`src/rtl/fp16_pkg.sv`:
```
// Shared binary16 field widths, constants and word layout for the float datapath.
package fp16_pkg;

  localparam int unsigned FP16_BIAS  = 15;
  localparam int unsigned FP16_EXP_W = 5;
  localparam int unsigned FP16_MAN_W = 10;

  localparam logic [15:0] FP16_ZERO = 16'h0000;

  typedef struct packed {
    logic                  sign;
    logic [FP16_EXP_W-1:0] exp;
    logic [FP16_MAN_W-1:0] mant;
  } fp16_t;

  function automatic fp16_t fp16_make(input logic s,
                                      input logic [FP16_EXP_W-1:0] e,
                                      input logic [FP16_MAN_W-1:0] m);
    fp16_t f;
    f.sign = s;
    f.exp  = e;
    f.mant = m;
    return f;
  endfunction

endpackage

```
`src/rtl/fix2half_lod16.sv`:
```
// Combinational leading-one detector for a 16-bit magnitude.
module lod16 (
  input  logic [15:0] d_i,
  output logic [3:0]  p_o,
  output logic        zero_o
);

  // Scan upward so the highest set bit is the one that sticks.
  always_comb begin
    p_o    = '0;
    zero_o = 1'b1;
    for (int unsigned i = 0; i < 16; i++) begin
      if (d_i[i]) begin
        p_o    = 4'(i);
        zero_o = 1'b0;
      end
    end
  end

endmodule

```
`src/rtl/fix2half.sv`:
```
// Signed 16-bit fixed point to binary16, 3-stage valid/ready pipeline.
// Truncating rounding, denormal results flush to zero.
module fix2half
  import fp16_pkg::*;
#(
  parameter int unsigned FRAC_BITS = 8
) (
  input  logic        clk,
  input  logic        rst_n,
  input  logic        in_valid,
  output logic        in_ready,
  input  logic [15:0] in_data,
  output logic        out_valid,
  input  logic        out_ready,
  output logic [15:0] out_data
);

  localparam logic signed [5:0] EXP_OFS = 6'(int'(FP16_BIAS) - int'(FRAC_BITS));

  // Stage registers
  logic               v1_q, v2_q, v3_q;
  logic               sign1_q;
  logic [15:0]        mag1_q;
  logic               sign2_q;
  logic               zero2_q;
  logic signed [5:0]  exp2_q;
  logic [9:0]         frac2_q;
  fp16_t              data3_q;

  // Next-state / combinational signals
  logic               ready2, ready3;
  logic [15:0]        mag_d;
  logic [3:0]         lod_p;
  logic               lod_zero;
  logic signed [5:0]  exp_d;
  logic [9:0]         frac_d;
  fp16_t              pack_d;

  // Ready chain: a stage can take new content when empty or when its content moves on.
  always_comb begin
    ready3   = !v3_q || out_ready;
    ready2   = !v2_q || ready3;
    in_ready = !v1_q || ready2;
  end

  // S1: sign/magnitude; 0x8000 negates to itself, which is the correct unsigned magnitude.
  always_comb begin
    mag_d = in_data[15] ? (~in_data + 16'd1) : in_data;
  end

  lod16 u_lod (
    .d_i    (mag1_q),
    .p_o    (lod_p),
    .zero_o (lod_zero)
  );

  // S2: normalize. The leading one lands just above the 10-bit cast and falls off;
  // bits below the top 10 fraction bits are shifted out (truncation).
  always_comb begin
    exp_d  = $signed({2'b00, lod_p}) + EXP_OFS;
    frac_d = 10'({mag1_q, 16'h0000} >> (5'd6 + 5'(lod_p)));
  end

  // S3: pack, with zero input and non-positive exponent both giving +0.
  always_comb begin
    pack_d = FP16_ZERO;
    if (!zero2_q && (exp2_q > 6'sd0)) begin
      pack_d = fp16_make(sign2_q, exp2_q[4:0], frac2_q);
    end
  end

  // Pipeline registers; data only updates on a real transfer so a stalled output holds.
  always_ff @(posedge clk or negedge rst_n) begin
    if (!rst_n) begin
      v1_q    <= 1'b0;
      v2_q    <= 1'b0;
      v3_q    <= 1'b0;
      sign1_q <= 1'b0;
      mag1_q  <= '0;
      sign2_q <= 1'b0;
      zero2_q <= 1'b1;
      exp2_q  <= '0;
      frac2_q <= '0;
      data3_q <= FP16_ZERO;
    end else begin
      if (in_ready) begin
        v1_q <= in_valid;
        if (in_valid) begin
          sign1_q <= in_data[15];
          mag1_q  <= mag_d;
        end
      end
      if (ready2) begin
        v2_q <= v1_q;
        if (v1_q) begin
          sign2_q <= sign1_q;
          zero2_q <= lod_zero;
          exp2_q  <= exp_d;
          frac2_q <= frac_d;
        end
      end
      if (ready3) begin
        v3_q <= v2_q;
        if (v2_q) begin
          data3_q <= pack_d;
        end
      end
    end
  end

  always_comb begin
    out_valid = v3_q;
    out_data  = data3_q;
  end

endmodule

```
`config.mk`:
```
export PLATFORM = sky130hd
export DESIGN_NAME = fix2half
export DESIGN_NICKNAME = d
export VERILOG_FILES = /design/src/rtl/fp16_pkg.sv /design/src/rtl/fix2half_lod16.sv /design/src/rtl/fix2half.sv
export SDC_FILE = /design/constraint.sdc
export NUM_CORES = 1
export LEC_CHECK = 0
export BUFFER_PORTS_ARGS = -buffer_cell sky130_fd_sc_hd__buf_2
export CORE_ASPECT_RATIO = 1.2
export CORE_MARGIN = 3
export CORE_UTILIZATION = 30
export DETAILED_ROUTE_END_ITERATION = 16
export GPL_TIMING_DRIVEN = 0
export SYNTH_ARGS = -nofsm -noshare
export SYNTH_HDL_FRONTEND = slang
export SYNTH_HIERARCHICAL = 1
export SYNTH_SLANG_ARGS = --single-unit
```
`constraint.sdc`:
```
create_clock -name clk -period 2.64 [get_ports clk]
set_clock_uncertainty 0.05 [all_clocks]
set_input_delay 0.132 -clock clk [delete_from_list [all_inputs] [get_ports clk]]
set_output_delay 0.132 -clock clk [all_outputs]
set_load 0.005 [all_outputs]
```
# Word-level counts from Yosys, hierarchy flattened
# Index checks and enable logic that the tools add are counted.
# totals
register_bits	54
latchBits	0
ramBits	0
romBits	0
input_bits	20
output_inout_bits	18
wordCells	62
memories	0
# op_classes
addsub	3
multipliers	0
div_mod_pow	0
order_cmp	1
eq_ne	0
shifts	1
muxes	33
bitwise	1
reduce_logical	11
# op_table
op	count
2-to-1 mux 16 bit	2
2-to-1 mux 4 bit	8
>> shifter 32 x 5 -> 10 bit	1
2-to-1 mux 1 bit	17
adder 16 x 1 -> 16 bit, second input constant	1
NOT 16 bit	1
2-to-1 mux 3 bit	4
> comparator 6 x 1 -> 1 bit, second input constant	1
AND reduction 2 bit	3
adder 3 x 4 -> 5 bit, first input constant	1
adder 4 x 3 -> 5 bit, second input constant	1
logical NOT 1 bit	4
2-to-1 mux 2 bit	2
logical OR 1 bit	3
logical AND 1 bit	1

# Logic depth before layout (Yosys ltp)
# depth
ltp_word	17
mapped_depth	10
mapped_depth_nobuf	8

# Modules after synthesis
# Netlist, hierarchy kept.
# by_module_without_submodules
module	n_inst	cells_each	area_per_inst_um2	seq_area_each_um2
fix2half	1	304	2854.0	1327.5
lod16	1	29	162.7	0.0

# Worst setup path after synthesis
# No wires, ideal clock.
# synth_timing
kind	reg2reg
startpoint	reg mag1_q[2]
endpoint	reg frac2_q[9]
setup_ps	124
arrival_time_ps	2274
required_time_ps	2466
setup_slack_ps	192
path_stages_with_launch	11
n_path_buf	2
synth_period_minus_slack_ps	2448
path_cell_list	dfrtp_1 nand2b_1 a221o_1 a31oi_1 buf_2 buf_2 mux2i_1 mux2i_1 a21oi_1 nor3_1 a211o_1
# synth_via
elab_chain_len	16
# synth_rtl
element	line	source
start, declared	fix2half.sv:23	logic [15:0] mag1_q;
start signal, assigned	fix2half.sv:90	mag1_q <= mag_d;
2-to-1 mux 2 bit (2 in series)	fix2half_lod16.sv:13	if (d_i[i]) begin
2-to-1 mux 3 bit (4 in series)	fix2half_lod16.sv:13	
2-to-1 mux 4 bit (8 in series)	fix2half_lod16.sv:13	
named net lod_p[0]	fix2half.sv:33	logic [3:0] lod_p;
adder 3 x 4 -> 5 bit	fix2half.sv:61	frac_d = 10'({mag1_q, 16'h0000} >> (5'd6 + 5'(lod_p)));
>> shifter 32 x 5 -> 10 bit	fix2half.sv:61	
end signal, assigned	fix2half.sv:99	frac2_q <= frac_d;
end, declared	fix2half.sv:27	logic [9:0] frac2_q;
# The timed path passes the listed nets, and every way through them passes these cells.
# A chain may end at the register's enable or synchronous reset.

# Worst setup path after layout
# layout_timing
startpoint	reg mag1_q[11]
endpoint	reg frac2_q[9]
# layout_via
elab_chain_len	7
# layout_rtl
element	line
2-to-1 mux 4 bit (5 in series)	fix2half_lod16.sv:13
named net lod_p[0]	fix2half.sv:33
adder 3 x 4 -> 5 bit	fix2half.sv:61
>> shifter 32 x 5 -> 10 bit	fix2half.sv:61
# The timed path passes the listed nets, and every way through them passes these cells.

==> results.json <==
{
  "p_leak_uw": 0.00159,
  "cts_buffers": 5,
  "h-tree-depth": 2,
  "post_dp_cell_area_um2": 3360,
  "portBuffers": 37,
  "die_y_um": 116,
  "antenna_found_initial": 0,
  "hpwl_mm": 4.97,
  "clockRootBuffer": "clkbuf_16",
  "grt_overflow": 0,
  "relSlewSlack": 0.228,
  "critPathMaxStageDelay_ns": 0.44,
  "fin_area_um2": 3660,
  "async_reset_ff_frac": 1.00,
  "synth.distinct_cells": 50,
  "ys_ff_latch": 53,
  "drt_iter0_markers": 55,
  "hold_ws_ns": 0.0256,
  "initial_utilization": 0.312,
  "die_x_um": 97.5,
  "critPathKind": "reg2reg",
  "worstPathMaxFanout": 10,
  "drt_wl_total_mm": 6.62,
  "synthFlopType": "dfrtp_1",
  "slew_violations": 0,
  "syn-num-nets": 355,
  "cp.required_ns": 2.77,
  "grtUsageTotal": 0.120,
  "clock_path_buffers": 2,
  "worst_pin_slew_ns": 1.16,
  "grt_max_degree": 54,
  "pwr_density_cell_nw_per_um2": 842,
  "finalHoldViolCount": 0,
  "cts_tree": "done",
  "p_total_uw": 3080,
  "fin_crit_sh": 0.966,
  "pre_cts_ws_ns": -0.193,
  "synthesis.area_um2": 3020,
  "gp_congestion": 0.834,
  "cp_cell_sequence": "or3b_1 -> a311oi_2 -> a31oi_1 -> buf_4 -> buf_12 -> mux2i_4 -> mux2i_2 -> a21oi_2 -> nor3_1 -> a211o_1",
  "slowest_stage": "dfrtp_2",
  "fin_crit_ns": 2.55,
  "clk_pin_slew_ns": 0.07,
  "syn2layout_area_growth_pct": 21.2,
  "arrival_ns": 2.68,
  "setup_viol_count_final": 0,
  "pin_count": 38,
  "ant_nets": 0,
  "status": "completed",
  "max-cap-violations": 0,
  "worst_setup_path_end_kind": "register",
  "grt_pass1_vias": 2424,
  "num_antenna_cells": 0,
  "max_freq_ghz": 0.392,
  "vias_per_cell": 4.82,
  "wl_per_cell_um": 13.1,
  "synthCells": 333,
  "min_path_type": "in2async",
  "rows": 39,
  "irDropWorstVdd_v": 0.000279,
  "yosysSeqAreaShare": 0.440,
  "worstSetupStartpoint": "mag1_q[11]$_DFFE_PN0P_",
  "nNetsFinal": 404,
  "drc": 0,
  "yosys_warnings": 6,
  "worstSetupStartpointType": "register",
  "synth.avg_cell_area_um2": 9.06,
  "cts_sinks": 53,
  "rr_startpoint": "mag1_q[11]$_DFFE_PN0P_",
  "fillers": 1010,
  "drive_gt1_frac": 0.217,
  "fin_ws_ns": 0.0899,
  "dieArea_um2": 11300,
  "clk_latency_ns": 0.29,
  "final_cell_mix": "nand2_1 (75), dfrtp_1 (48), o21ai_0 (40)",
  "via_count": 2440,
  "core_um2": 9660,
  "synth_edf_count": 0,
  "dr.pass1.iters": 4,
  "grt_pass1_wl_mm": 11.2,
  "layout_commonest_cell": "nand2_1"
}
## state kept, by name (all words and copies together), names as in the netlist
signal,cells
v1_q,1
exp2_q,5
sign2_q,1
frac2_q,10
v2_q,1
out_data,16
zero2_q,1
mag1_q,16
sign1_q,1
out_valid,1
## synthesized netlist by cell type, drive strengths merged (2+ instances only)
master | instances | area (um^2)
and2 | 3 | 18.8
nor4 | 4 | 25.0
ha | 2 | 25.0
inv | 7 | 26.3
nor3 | 4 | 20.0
nand3b | 6 | 45.0
o41ai | 3 | 52.6
or3b | 2 | 20.0
dfrtp | 52 | 1300
nand2b | 8 | 52.6
mux4 | 4 | 90.1
nand3 | 6 | 30.0
buf | 4 | 17.5
a311oi | 2 | 17.5
a21oi | 5 | 25.0
xor2 | 13 | 114
xnor2 | 2 | 17.5
mux2i | 17 | 170
o21ai | 45 | 225
nor2 | 20 | 75.1
nand2 | 75 | 282
a211oi | 3 | 22.5
or4 | 4 | 37.5
o31ai | 6 | 45.0
clkbuf | 14 | 52.6
mux2 | 5 | 56.3
a31oi | 2 | 12.5
## logic make-up after synthesis
logic type | count (synthesis) | share of synthesized area
muxes | 26 | 0.105
and+or+nand+nor | 138 | 0.217
buffers and inverters | 26 | 0.0332
xor gates and xnor gates | 15 | 0.0436
DFF | 53 | 0.440
AOI/OAI and AO/OA | 73 | 0.153
adders and majority gates | 2 | 0.00829
## repair_timing
item | in CTS | in global routing
gates resized for setup | 7 | 14
hold buffers | 1 | 0
setup buffers | 0 | 4
pin swaps | 1 | 2
setup endpoints to repair | 2 | 7
endpoints found under the hold margin | 1 | 0
## power by group
part	internal [uW]	switching [uW]
Combinational	515	559
Clock	474	280
Sequential	1070	184
## worst paths after layout
| check | slack, ns | cells past startpoint | end |
|---|---|---|---|
| worst max register to register | 0.09 | 10 | frac2_q[9]$_DFFE_PN0P_ |
| max in group asynchronous | 1.73 | 1 | mag1_q[5]$_DFFE_PN0P_ |
| worst min register to register | 0.41 | 2 | out_data[13]$_DFFE_PN0P_ |
| min in group clk | 0.09 | 3 | mag1_q[15]$_DFFE_PN0P_ |
| worst min-delay path | 0.03 | 1 | out_data[15]$_DFFE_PN0P_ |
| worst max-delay path | 0.09 | 10 | frac2_q[9]$_DFFE_PN0P_ |
## area by class of cell
type,instances,area (um^2),share of cell area
Buffer,18,88.8,0.0243
Tap cell,123,154,0.0421
Inverter,8,30.0,0.00821
Multi-Input combinational cell,254,1640,0.449
Clock buffer,7,143,0.0390
Sequential cell,53,1330,0.364
Clock inverter,1,30.0,0.00821
Timing Repair Buffer,42,238,0.0650
## stage by stage
stage | instances | TNS (ns) | utilization
after floorplan | 333 | 0 | -
after global placement | 493 | -0.298 | 0.347
after detailed placement | 493 | -0.315 | 0.347
after CTS | 502 | 0 | 0.368
after global routing | 506 | -0.0495 | 0.379
final | 506 | 0 | 0.379
## worst max-delay path, delay by kind of cell, from the launching register on
family          cells  cell delay [ns]
mux                 2             0.32
flops               1             0.44
buf+inv             2             0.34
compound gates      4             0.81
simple gates        2             0.45
## per-layer routing
metal | vias to the layer above | share of wire | track usage
li1 | 1262 | - | -
met1 | 1130 | 0.46 | 0.145
met2 | 42 | 0.49 | 0.217
met3 | 6 | 0.039 | 0.0241
met4 | 0 | 0.013 | 0.0360
met5 | - | 0 | 0
Note: power is estimated with default switching activity, not from simulation.
